**src/rtl/sine_dds_pkg.sv**
```systemverilog
// -----------------------------------------------------------------------------
// sine_dds_pkg
// Shared types and default parameters for the sine DDS front end.
//   quadrant_t   : which quarter of the sine period the phase sits in
//   DEF_PHASE_W  : default phase accumulator / tuning word width
//   DEF_ADDRW    : default quarter-wave ROM address width
//   DEF_WIDTH    : default ROM magnitude width
// -----------------------------------------------------------------------------
package sine_dds_pkg;

  localparam int DEF_PHASE_W = 16;
  localparam int DEF_ADDRW   = 8;
  localparam int DEF_WIDTH   = 8;

  // Top two phase bits. Odd quadrants walk the quarter-wave table backwards,
  // the upper half of the period is negated.
  typedef enum logic [1:0] {
    Q0_RISE     = 2'd0,
    Q1_FALL     = 2'd1,
    Q2_NEG_FALL = 2'd2,
    Q3_NEG_RISE = 2'd3
  } quadrant_t;

endpackage : sine_dds_pkg

```
**src/rtl/dds_phase_acc.sv**
```systemverilog
// -----------------------------------------------------------------------------
// dds_phase_acc
// Phase accumulator with a loadable tuning word.
//   clk, rst   : clock, synchronous active-high reset
//   en         : add the tuning word to the phase this cycle
//   clr        : force phase to zero (beats en, does not touch ftw)
//   ftw_load   : capture ftw_in; the new word is used from the next cycle on
//   ftw_in     : new tuning word
//   phase_msb  : top ADDRW+2 phase bits (quadrant + ROM index)
//   wrap       : registered carry-out of the accumulation
// -----------------------------------------------------------------------------
module dds_phase_acc #(
  parameter int PHASE_W = sine_dds_pkg::DEF_PHASE_W,
  parameter int ADDRW   = sine_dds_pkg::DEF_ADDRW
) (
  input  logic               clk,
  input  logic               rst,
  input  logic               en,
  input  logic               clr,
  input  logic               ftw_load,
  input  logic [PHASE_W-1:0] ftw_in,
  output logic [ADDRW+1:0]   phase_msb,
  output logic               wrap
);

  logic [PHASE_W-1:0] phase;
  logic [PHASE_W-1:0] ftw;
  logic [PHASE_W:0]   sum;

  // One extra bit captures the carry that marks a full period.
  assign sum = {1'b0, phase} + {1'b0, ftw};

  // NOTE: state is updated with non-blocking assignments so every register
  // sees the pre-edge value of the others (en uses the old ftw on a load).
  always_ff @(posedge clk) begin
    if (rst) begin
      phase <= '0;
      ftw   <= '0;
      wrap  <= 1'b0;
    end else begin
      if (ftw_load) begin
        ftw <= ftw_in;
      end
      if (clr) begin
        phase <= '0;
        wrap  <= 1'b0;
      end else if (en) begin
        phase <= sum[PHASE_W-1:0];
        wrap  <= sum[PHASE_W];
      end else begin
        wrap  <= 1'b0;
      end
    end
  end

  // Bits below the ROM index are truncation only and never leave this block.
  assign phase_msb = phase[PHASE_W-1 -: ADDRW+2];

endmodule : dds_phase_acc

```
**src/rtl/sine_dds.sv**
```systemverilog
// -----------------------------------------------------------------------------
// sine_dds
// DDS front end: accumulates phase, folds it onto a quarter-wave ROM and
// produces a registered signed full-wave sine sample.
//   clk, rst     : clock, synchronous active-high reset
//   en           : advance phase and emit one sample
//   clr          : synchronous phase clear (priority over en)
//   ftw_load     : load ftw_in as the new phase increment
//   ftw_in       : tuning word
//   rom_addr     : quarter-wave ROM address, combinational from phase
//   rom_data     : ROM magnitude, same-cycle asynchronous read
//   sample       : signed WIDTH+1 bit sine sample, registered
//   sample_valid : sample updated on this cycle
//   wrap         : accumulator carried out on the step that made this sample
// -----------------------------------------------------------------------------
module sine_dds
  import sine_dds_pkg::*;
#(
  parameter int PHASE_W = DEF_PHASE_W,
  parameter int ADDRW   = DEF_ADDRW,
  parameter int WIDTH   = DEF_WIDTH
) (
  input  logic               clk,
  input  logic               rst,
  input  logic               en,
  input  logic               clr,
  input  logic               ftw_load,
  input  logic [PHASE_W-1:0] ftw_in,
  output logic [ADDRW-1:0]   rom_addr,
  input  logic [WIDTH-1:0]   rom_data,
  output logic signed [WIDTH:0] sample,
  output logic               sample_valid,
  output logic               wrap
);

  logic [ADDRW+1:0] phase_msb;
  quadrant_t        quad;
  logic [ADDRW-1:0] idx;
  logic             mirror;
  logic             negative;
  logic [WIDTH:0]   mag;

  dds_phase_acc #(
    .PHASE_W (PHASE_W),
    .ADDRW   (ADDRW)
  ) u_acc (
    .clk       (clk),
    .rst       (rst),
    .en        (en),
    .clr       (clr),
    .ftw_load  (ftw_load),
    .ftw_in    (ftw_in),
    .phase_msb (phase_msb),
    .wrap      (wrap)
  );

  // Fold the current (pre-update) phase onto the quarter-wave table.
  // NOTE: every always_comb output gets a default first so no path can
  // leave it unassigned and infer a latch.
  always_comb begin
    quad     = quadrant_t'(phase_msb[ADDRW+1 -: 2]);
    idx      = phase_msb[ADDRW-1:0];
    mirror   = 1'b0;
    negative = 1'b0;
    case (quad)
      Q0_RISE:     ;
      Q1_FALL:     mirror = 1'b1;
      Q2_NEG_FALL: negative = 1'b1;
      Q3_NEG_RISE: begin
        mirror   = 1'b1;
        negative = 1'b1;
      end
      default:     ;
    endcase
    rom_addr = mirror ? ~idx : idx;
  end

  // Magnitude never exceeds 2^WIDTH-1, so negation in WIDTH+1 bits is safe.
  assign mag = {1'b0, rom_data};

  always_ff @(posedge clk) begin
    if (rst) begin
      sample       <= '0;
      sample_valid <= 1'b0;
    end else begin
      sample_valid <= en;
      if (en) begin
        sample <= negative ? $signed(-mag) : $signed(mag);
      end
    end
  end

endmodule : sine_dds

```
**config.mk**
```make
export PLATFORM = sky130hd
export DESIGN_NAME = sine_dds
export DESIGN_NICKNAME = d
export VERILOG_FILES = /design/src/rtl/sine_dds_pkg.sv /design/src/rtl/dds_phase_acc.sv /design/src/rtl/sine_dds.sv
export SDC_FILE = /design/constraint.sdc
export NUM_CORES = 1
export LEC_CHECK = 0
export CORE_ASPECT_RATIO = 0.5
export CORE_MARGIN = 2
export CORE_UTILIZATION = 25
export DETAILED_ROUTE_END_ITERATION = 16
export HOLD_SLACK_MARGIN = 0.1
export RECOVER_POWER = 25
export SLEW_MARGIN = 20
export SYNTH_ARGS = -nofsm -noshare
export SYNTH_HDL_FRONTEND = slang
export SYNTH_SLANG_ARGS = --single-unit
```
**constraint.sdc**
```tcl
create_clock -name clk -period 2 [get_ports clk]
set_input_delay 0.3 -clock clk [delete_from_list [all_inputs] [get_ports clk]]
set_output_delay 0.3 -clock clk [all_outputs]
set_load 0.01 [all_outputs]
```
* Word-level counts from Yosys, hierarchy flattened *
Cells that the tools add are included.

word-level totals
  register bits after elaboration = 43
  memory bits (read-only) = 0
  memories = 0
  latch bits = 0
  output and inout port bits = 19
  memory bits (writable) = 0
  input port bits = 29
  logic and storage cells = 20

operators by class
  shifts and indexed selects = 0
  eq/ne operators = 3
  magnitude comparators = 0
  add/subtract/negate cells = 2
  bitwise operators = 2
  reductions and logical operators = 4
  multiply operators = 0
  divide/modulo/power cells = 0
  muxes and demuxes = 4

operators by type and width
  kind                                           count
  adder 16 x 16 -> 17 bit                        1
  two-way mux 9 bit                              1
  negation 8 -> 9 bit                            1
  two-way mux 8 bit                              1
  NOT 8 bit                                      1
  OR reduction 2 bit                             3
  == test 2 bit, second input constant           2
  OR reduction 3 bit                             1
  == test 2 x 1 -> 1 bit, second input constant  1
  two-way mux 1 bit                              2
  NOT 1 bit                                      1

* Longest topological paths before layout *
Gate-level depths: netlist of run 1.

  depth in word-level cells = 4
  gate-level depth with buffers = 7
  gate-level depth less buffers = 7

* By module *
Synthesis of run 1 repeated with hierarchy kept, for this count alone.

unflattened totals
  cell total of the unflattened synthesis = 310
  area, all modules = 2686.3 um2

modules (own cells, without submodules)
  module         area an instance (um2)  sequential area each (um2)  cells each  instances
  dds_phase_acc  2057.0                  660.6                       236         1
  sine_dds       629.4                   200.2                       74          1

* Worst setup path before layout of run 1 *
Ideal clock, no wire load.

  path kind = reg2reg
  from = register u_acc.ftw[0]
  to = register u_acc.wrap
  period minus slack after synthesis = 1.983 ns
  path slack = 0.017 ns
  data arrival time = 1.864 ns
  data required time = 1.881 ns
  cell stages (with the launch flop) = 8
  setup time = 0.119 ns
  buffers on the path = 0
  path through = dfxtp_1 > ha_1 > fa_1 > a21o_1 > a221oi_4 > o21ba_2 > a21oi_1 > o221a_1

on the way
  cells in the longest elaborated chain, start to end = 1

RTL lines
  item                     line                 RTL
  from (decl)              dds_phase_acc.sv:27  logic [PHASE_W-1:0] ftw;
  from (signal assigned)   dds_phase_acc.sv:42  ftw <= ftw_in;
  adder 16 x 16 -> 17 bit  dds_phase_acc.sv:31  assign sum = {1'b0, phase} + {1'b0, ftw};
  to (signal assigned)     dds_phase_acc.sv:49  wrap <= sum[PHASE_W];
  to (decl)                dds_phase_acc.sv:23  output logic wrap

Every way passes these cells.
A chain may end at the register's enable or synchronous reset.

* Worst setup path in the final report of run 1 *
  from = register u_acc.phase[0]
  to = register u_acc.phase[10]

on the way
  cells in the longest elaborated chain, start to end = 1

RTL lines
  item                     line                 RTL
  from (decl)              dds_phase_acc.sv:26  logic [PHASE_W-1:0] phase;
  from (signal assigned)   dds_phase_acc.sv:48  phase <= sum[PHASE_W-1:0];
  adder 16 x 16 -> 17 bit  dds_phase_acc.sv:31

Every way passes these cells.

==> results.toml, run 1 <==
[detailed_routing]
vias = 2254
first_pass_iters = 6
drc_errors = 0
wl_per_cell_um = 13.31
vias_per_cell = 4.600
wl_um = 6520
initialDrtViolationCount = 181
ant_nets = 0

[timing]
max_freq_mhz = 499.2
skew_ns = 0.008033
slew_headroom_pct = 62.52
rsz0062_at_grt = "true"
hold_slack_ns = 0.4814
setup_viol = 2
hold_violations = 0
worst_slack_ns = -0.003296
drv_slew = 0
finalCriticalPeriod_ns = 2.003
finalCritPeriodShare_pct = 100.2
worstMarginPinSlew_ns = 0.5622
setup_tns_ns = -0.004491

[worst_hold_path]
hold_end = "sample[8]"
min_from = "sample[8]"
hold_path_depth = 2
hold_class = "reg -> reg"

[power]
p_sw_mw = 0.5300
leakage_nw = 1.576
max-vdd-ir-drop_uv = 281.8
p_comb_share_pct = 17.9
internal_power_mw = 1.585
pwr-share-clk_pct = 38.3
switching_share_pct = 25.06
power_frac_seq_pct = 43.8
pwr_density_cell_nw_per_um2 = 601.2
total_power_mw = 2.115

[die]
num_rows = 26
initial_core_util_pct = 25.48
die_w_um = 147.6
ioPinCount = 48
die_h_um = 75.80
coreArea_um2 = 10120
die_area_um2 = 11190

[final_layout]
synthToLayoutAreaGrowth_pct = 36.50
final_nets = 397
n_fill_cell = 1056
finalNonFillerCells = 490
final_cell_mix = "45 x clkdlybuf4s50_1, 40 x dfxtp_1, 39 x nor2_1"
multi_input_area_um2 = 1658
regArea_um2 = 864.6
drive_gt1_share_pct = 14.57
design_area_um2 = 3518
final_common_cell = "clkdlybuf4s50_1"
diodes = 0

[critical_path]
critPathCaptureType = "flop"
reg2reg_from = "u_acc.phase[0]"
cp.required_ns = 2.18
r2r_setup_slack_ns = -0.003
path_max_fanout = 4
setup.worst_path.start_class = "flop"
critical_path_arrival_ns = 2.18
r2r_end = "u_acc.phase[10]"
ff2ff_path_depth = 7
path_class = "reg -> reg"

[logic_synthesis]
synth_seq_cells = 43
syn-instance-count = 286
ys_async_sr_fraction_pct = 0
netlist_area_um2 = 2577
ys_seq_area_share_pct = 33.40
synth-edff-count = 0
yosysWarnings = 0
synth_nets = 333
ys_types = 51
synth.avg_cell_area_um2 = 9.012
synth_top_flop_cell = "dfxtp_1"

[clocking]
cts_sinks = 43
insertion_delay_ns = 0.28
cts_root_buf = "clkbuf_16"
cts_tree = "yes"
path_clk_slew_ns = 0.06
htreeDepth = 2
cts_buffers = 5
clockBufferDepth = 2

[outcome]
violations = "setup timing"
run_status = "complete, but fails checks"

[run]
maxCapViolCount = 0

[placement]
portBuffers = 47
place_hpwl_um = 4940
dp.cells = 480
place_congestion = 0.9175
dpl-instance-area_um2 = 3318

[grt]
grtUsageTotal_pct = 11.89
grt_start_max_net_pins = 17
antenna_found_initial = 0
grt_pass1_wl_um = 10570
first_global_vias = 2168
overflow = 0
[critical path, cell delays in order, from the launching register on]
cell and delay, ns:
dfxtp_2 0.33, ha_4 0.16, fa_2 0.37, a21o_1 0.21
a221oi_4 0.36, o31a_4 0.20, nor4b_2 0.04, a211o_1 0.21
[through the flow]
step                      setup slack, ns  util, %
after floorplan                   0.01737        -
after global placement           -0.06797    32.80
after detailed placement         -0.07527    32.80
after CTS                        -0.03733    34.58
after global routing              -0.1233    34.78
final                           -0.003296    34.78
[worst max path at each step]
| stage | start | endpoint | slack (ns) | cells after the start |
|---|---|---|---|---|
| floorplan | u_acc.ftw[0] | u_acc.wrap | 0.02 | 7 |
| global placement | u_acc.ftw[0] | u_acc.phase[12] | -0.07 | 7 |
| detailed placement | u_acc.ftw[0] | u_acc.wrap | -0.08 | 7 |
| CTS | u_acc.phase[0] | u_acc.phase[10] | -0.04 | 7 |
| global route | u_acc.phase[0] | u_acc.phase[12] | -0.12 | 7 |
| finish | u_acc.phase[0] | u_acc.phase[10] | -0.003 | 7 |
[cell usage after synthesis, types with 4 or more instances]
library cell | instances | share of area, %
xnor2_1 | 6 | 2.0
nand3_1 | 9 | 1.7
a211oi_1 | 10 | 2.9
nor2_1 | 39 | 5.7
xor2_1 | 17 | 5.8
dfxtp_1 | 43 | 33
nand2_1 | 14 | 2.0
inv_1 | 7 | 1.0
clkbuf_1 | 5 | 0.73
ha_1 | 17 | 8.3
mux2i_1 | 26 | 10
a21oi_1 | 13 | 2.5
buf_2 | 8 | 1.6
nand3b_1 | 4 | 1.2
a21o_1 | 5 | 1.5
o21ai_0 | 12 | 2.3
[metal layers]
layer	wire length, µm	part of all wire, %	global-route usage, %	vias up
met5	0	0	0	-
met2	2838	44	18.86	39
li1	-	-	-	1156
met1	3325	51	16.49	1052
met3	303	4.6	2.754	7
met4	52	0.80	3.098	0
[sequential cells by signal, indices dropped and copies added (netlist names)]
signal        flops
sample            9
sample_valid      1
u_acc.ftw        16
u_acc.phase      16
u_acc.wrap        1
[power groups by stage]
stage | sequential, mW | combinational, mW | clock [mW]
3_5_place_dp | 0.944 | 0.378 | 0
6_report | 0.926 | 0.380 | 0.810
5_1_grt | 0.931 | 0.420 | 0.873
4_1_cts | 0.926 | 0.382 | 0.837
2_1_floorplan | 0.941 | 0.200 | 0
3_3_place_gp | 0.943 | 0.376 | 0
[logic make-up (layout without fill, tap and decap cells)]
| family | count (synthesis) | count (layout) | share of synthesized area, % |
|---|---|---|---|
| and+or+nand+nor | 91 | 91 | 17.77 |
| AOI/OAI and AO/OA | 64 | 64 | 18.45 |
| DFF | 43 | 43 | 33.40 |
| muxes | 26 | 26 | 10.10 |
| xor gates and xnor gates | 23 | 23 | 7.815 |
| buffers and inverters | 21 | 85 | 3.447 |
| adders and majority gates | 18 | 18 | 9.029 |
[final cells by class]
cell class	instances	share of cell area (%)
Clock inverter	1	0.1422
Sequential cell	43	24.57
Multi-Input combinational cell	222	47.12
Inverter	7	0.7468
Clock buffer	6	3.947
Tap cell	140	4.979
Timing Repair Buffer	71	18.49
[what timing repair did]
| action | 4_1_cts | 5_1_grt |
|---|---|---|
| endpoints found under the setup margin | 9 | 8 |
| hold buffers | 0 | 0 |
| pin swaps | 8 | 2 |
| buffers inserted | 1 | 2 |
| hold endpoints to repair | 0 | 0 |
| gates resized for setup | 8 | 4 |
No activity file was read; power rests on OpenSTA's default activity.
==> run 2, diff against run 1 <==
CORE_ASPECT_RATIO = 0.75   (was 0.5)
==> run 2 against run 1 <==
Net effect:
- combinational power about the same
- core utilization decreased by 0.68 points
- critical path depth unchanged
- the run now ends clean
- sequential share of layout area increased by 0.33 points
- worst setup slack improved by 0.046 ns
- via count decreased by 1.3%
- routed wire length increased by 4.0%
- clock power decreased by 5.1%
- first-iteration DRC count decreased by 36%
- global-route usage increased by 0.81 points
- clock skew decreased by 0.0018 ns
- highest routed layer unchanged
==> results.toml, run 2 (synthesized netlist as in run 1, its figures left out) <==
[worst_hold_path]
hold_class = "reg -> reg"
hold_path_depth = 2

[final_layout]
final_nets = 393
final_common_cell = "clkdlybuf4s50_1"
multi_input_area_um2 = 1660
diodes = 0
regArea_um2 = 863.3
synthToLayoutAreaGrowth_pct = 34.51
final_cell_mix = "46 x clkdlybuf4s50_1, 41 x dfxtp_1, 39 x nor2_1"
n_fill_cell = 1060
reg_top3 = "u_acc.ftw (16), u_acc.phase (16), sample (9)"
utilization_pct = 34.09
drive_gt1_share_pct = 12.75

[critical_path]
critPathTopFamily = "compound AO/OA/AOI/OAI gates"
cp-startpoint = "u_acc.phase[0]"
path_max_fanout = 4
r2r_end = "u_acc.phase[14]"
critical_path_arrival_ns = 2.13
setup.worst_path.start_class = "flop"
worst_path_largest_cell_delay_ns = 0.36
r2r_setup_slack_ns = 0.04
crit_cells = 7
ff2ff_path_depth = 7
reg2reg_from = "u_acc.phase[0]"
path_class = "reg -> reg"
cp.required_ns = 2.17
cp_slowest_cell = "fa_2"
critPathCaptureType = "flop"
cp_num_buf_inv = 0
crit_chain = "ha_4 > fa_2 > a21o_1 > a221oi_4 > o31a_4 > mux2i_1 > nand3_1"
crit_path_end = "u_acc.phase[14]"

[timing]
worst_slack_ns = 0.04315
hold_violations = 0
skew_ns = 0.006205
finalCriticalPeriod_ns = 1.957
max_freq_mhz = 511.0
worstMarginPinSlew_ns = 0.5867
drv_slew = 0
slew_headroom_pct = 60.89
rsz0062_at_grt = "true"
finalCritPeriodShare_pct = 97.84
setup_viol = 0
hold_slack_ns = 0.4739

[clocking]
cts_root_buf = "clkbuf_16"
cts_sinks = 43
cts_buffers = 5
hold_buffers = 0
htreeDepth = 2
cts_tree = "yes"
path_clk_slew_ns = 0.06
clockBufferDepth = 2
insertion_delay_ns = 0.29

[detailed_routing]
ant_nets = 0
met3_length_um = 625
initialDrtViolationCount = 115
vias_per_cell = 4.626
wl_per_cell_um = 14.10
wl_um = 6781
vias = 2225
first_pass_iters = 4
wl_met2_um = 2645
top_layer = "met4"
drc_errors = 0
met1_length_um = 3472

[power]
leakage_nw = 1.531
total_power_mw = 2.079
pwr_density_cell_nw_per_um2 = 599.7
max-vdd-ir-drop_uv = 331.1

[placement]
place_congestion = 0.8961
portBuffers = 47
place_hpwl_um = 5174
preCtsSetupSlack_ns = -0.05349

[grt]
overflow = 0
first_global_vias = 2250
grt_pass1_wl_um = 11180
grt_start_max_net_pins = 27
antenna_found_initial = 0
grtUsageTotal_pct = 12.70

[outcome]
run_status = "finished clean"

[die]
die_h_um = 91.94
die_area_um2 = 11150
num_rows = 32
coreArea_um2 = 10170
ioPinCount = 48
die_w_um = 121.2
initial_core_util_pct = 25.34

[run]
maxCapViolCount = 0
==> run 2: repair_timing <==
item	CTS	global route
resized for setup	6	3
endpoints found under the setup margin	5	7
pin swaps	6	3
buffers inserted	1	1
cloned	0	0
==> run 2: layout make-up <==
cell class	instances	area share (%)
multi-input cells	222	47.89
flip-flops and latches	43	24.90
repair buffers	67	17.83
well taps	136	4.908
clock buffers	6	3.717
inverters	7	0.7578
==> run 2: how the worst min path moves through the flow <==
| stage | start | end | slack (ns) |
|---|---|---|---|
| finish | sample[8] | sample[8] | 0.47 |
| global route | sample[5] | sample[5] | 0.51 |
| CTS | sample[8] | sample[8] | 0.48 |
| detailed placement | sample[8] | sample[8] | 0.47 |
| global placement | sample[8] | sample[8] | 0.47 |
| floorplan | ftw_in[0] | u_acc.ftw[0] | 0.45 |
==> run 2: worst min-delay path: cells and delay by family, from the launching register on <==
family	cells	cell delay, ns
DFF	1	0.31
and+or+nand+nor	1	0.06
AOI/OAI and AO/OA	1	0.05
==> run 2: per-layer routing <==
layer | vias to the layer above | track usage (%)
li1 | 1152 | -
met1 | 993 | 18.00
met2 | 76 | 18.02
met3 | 4 | 5.162
met4 | 0 | 2.586
met5 | - | 0
==> run 2: metrics by stage <==
stage                     setup TNS (ns)  cells  cell area [µm²]
final                                  0    481             3467
after global routing             -0.3473    481             3467
after CTS                      -0.003291    480             3451
after detailed placement         -0.1684    473             3291
after global placement          -0.05048    473             3291
after floorplan                        0    286             2577
==> run 2: report_power, final <==
part,internal (mW),leakage [nW],switching (mW)
Sequential,0.898,0.354,0.0288
Clock,0.449,0.0628,0.320
Combinational,0.199,1.11,0.184
Total,1.55,1.53,0.533
==> run 3, diff against run 2 <==
CTS_BUF_LIST = sky130_fd_sc_hd__clkbuf_8   (was not set)
==> run 3 against run 2 <==
Net effect:
- via count about the same
- first-iteration DRC count shrank 3.5%
- non-clock buffer count stayed put
- clock skew increased by 0.0012 ns
- design area shrank 1.6%
- sequential share of layout area increased by 0.39 points
- combinational power is essentially flat
- sequential cell count unchanged
- critical path type unchanged
- die area is the same
- count of clock-buffer cells in the layout fell by 1
- core utilization down 0.53 points
==> results.toml, run 3 (synthesized netlist as in run 1, its figures left out) <==
[outcome]
run_status = "finished clean"

[die]
coreArea_um2 = 10170
die_h_um = 91.94
initial_core_util_pct = 25.34
die_w_um = 121.2
num_rows = 32
die_area_um2 = 11150
ioPinCount = 48

[grt]
grt_use_met1_pct = 18.00
use_met2_pct = 18.07
grt_start_max_net_pins = 27
first_global_vias = 2254
grtUsageTotal_pct = 12.71
antenna_found_initial = 0
grt.met3_usage_pct = 5.162
overflow = 0
grt_pass1_wl_um = 11200
top_usage_layer = "met2"

[clocking]
path_clk_slew_ns = 0.08
hold_buffers = 0
htreeDepth = 2
cts_buffers = 5
cts_tree = "yes"
insertion_delay_ns = 0.30
cts_sinks = 43
clockBufferDepth = 2
cts_root_buf = "clkbuf_8"

[timing]
max_freq_mhz = 511.1
setup_viol = 0
setup_tns_ns = 0
slew_headroom_pct = 61.17
rsz0062_at_grt = "true"
hold_slack_ns = 0.4746
skew_ns = 0.007431
worst_slack_ns = 0.04342
hold_violations = 0
finalCritPeriodShare_pct = 97.83
drv_slew = 0
worstMarginPinSlew_ns = 0.5824
finalCriticalPeriod_ns = 1.957

[detailed_routing]
first_pass_iters = 5
drc_errors = 0
wl_per_cell_um = 14.12
vias = 2227
ant_nets = 0
wl_um = 6790
initialDrtViolationCount = 111
vias_per_cell = 4.630

[placement]
dp.cells = 473
portBuffers = 47
place_congestion = 0.8961
preCtsSetupSlack_ns = -0.05349
place_hpwl_um = 5174

[power]
p_comb_share_pct = 20.9
p_sw_mw = 0.5050
leakage_nw = 1.527
pwr-share-clk_pct = 28.5
pwr_density_cell_nw_per_um2 = 535.8
switching_share_pct = 27.62
max-vdd-ir-drop_uv = 263.8
power_frac_seq_pct = 50.6
internal_power_mw = 1.324

[final_layout]
final_nets = 393
final_cell_mix = "45 x clkdlybuf4s50_1, 41 x dfxtp_1, 39 x nor2_1"
reg_top3 = "u_acc.ftw (16), u_acc.phase (16), sample (9)"
finalNonFillerCells = 481
final_common_cell = "clkdlybuf4s50_1"
synthToLayoutAreaGrowth_pct = 32.43
diodes = 0
drive_gt1_share_pct = 12.75

[worst_hold_path]
hold_class = "reg -> reg"

[critical_path]
critical_path_arrival_ns = 2.15
setup.worst_path.start_class = "flop"
cp.required_ns = 2.19
path_max_fanout = 4
path_class = "reg -> reg"
critPathCaptureType = "flop"

[run]
maxCapViolCount = 0
## run 3: path summary, 6_finish.rpt
check | start | depth (start not counted) | slack [ns] | end
worst max-delay path | u_acc.ftw[0] | 7 | 0.04 | u_acc.phase[14]
worst min-delay path | sample[8] | 2 | 0.47 | sample[8]
worst max register to register | u_acc.ftw[0] | 7 | 0.04 | u_acc.phase[14]
worst min register to register | sample[8] | 2 | 0.47 | sample[8]
## run 3: layout make-up
class / count / area (µm²)
Sequential cell: 43 / 863.3
Clock buffer: 5 / 68.82
Timing Repair Buffer: 67 / 620.6
Fill cell: 1071 / 6756
Tap cell: 136 / 170.2
Inverter: 7 / 26.28
Clock inverter: 1 / 3.754
Multi-Input combinational cell: 222 / 1660
## run 3: metrics by stage
stage / instance area (µm²) / util [%] / power, mW
6_report: 3413 / 33.56 / 1.829
5_1_grt: 3413 / 33.56 / 1.937
4_1_cts: 3395 / 33.38 / 1.856
3_5_place_dp: 3291 / 32.36 / 1.325
3_3_place_gp: 3291 / 32.36 / 1.318
2_1_floorplan: 2577 / - / 1.141
## run 3: routing by layer
| metal | wire, µm | part of all wire, % |
|---|---|---|
| met5 | 0 | 0 |
| met3 | 623 | 9.2 |
| met2 | 2669 | 39 |
| met4 | 38 | 0.56 |
| met1 | 3458 | 51 |
## run 3: power groups by stage
stage               clock network (mW)  registers, mW  logic [mW]
finish                           0.521          0.925       0.383
global route                     0.585          0.931       0.421
CTS                              0.547          0.925       0.384
detailed placement                   0          0.944       0.381
global placement                     0          0.943       0.375
floorplan                            0          0.941       0.200
## run 3: worst max-delay path: stages (launching register included)
cell and delay [ns]:
dfxtp_2 0.34, ha_4 0.16, fa_2 0.36, a21o_1 0.20, a221oi_4 0.32, o31a_4 0.20
mux2i_1 0.19, nand3_1 0.08
## run 3: timing repair
item / in CTS / in global routing
setup endpoints to repair: 5 / 8
buffers inserted: 1 / 1
pin swaps: 5 / 3
resized for setup: 6 / 4
hold endpoints to repair: 0 / 0
cloned: 0 / 0
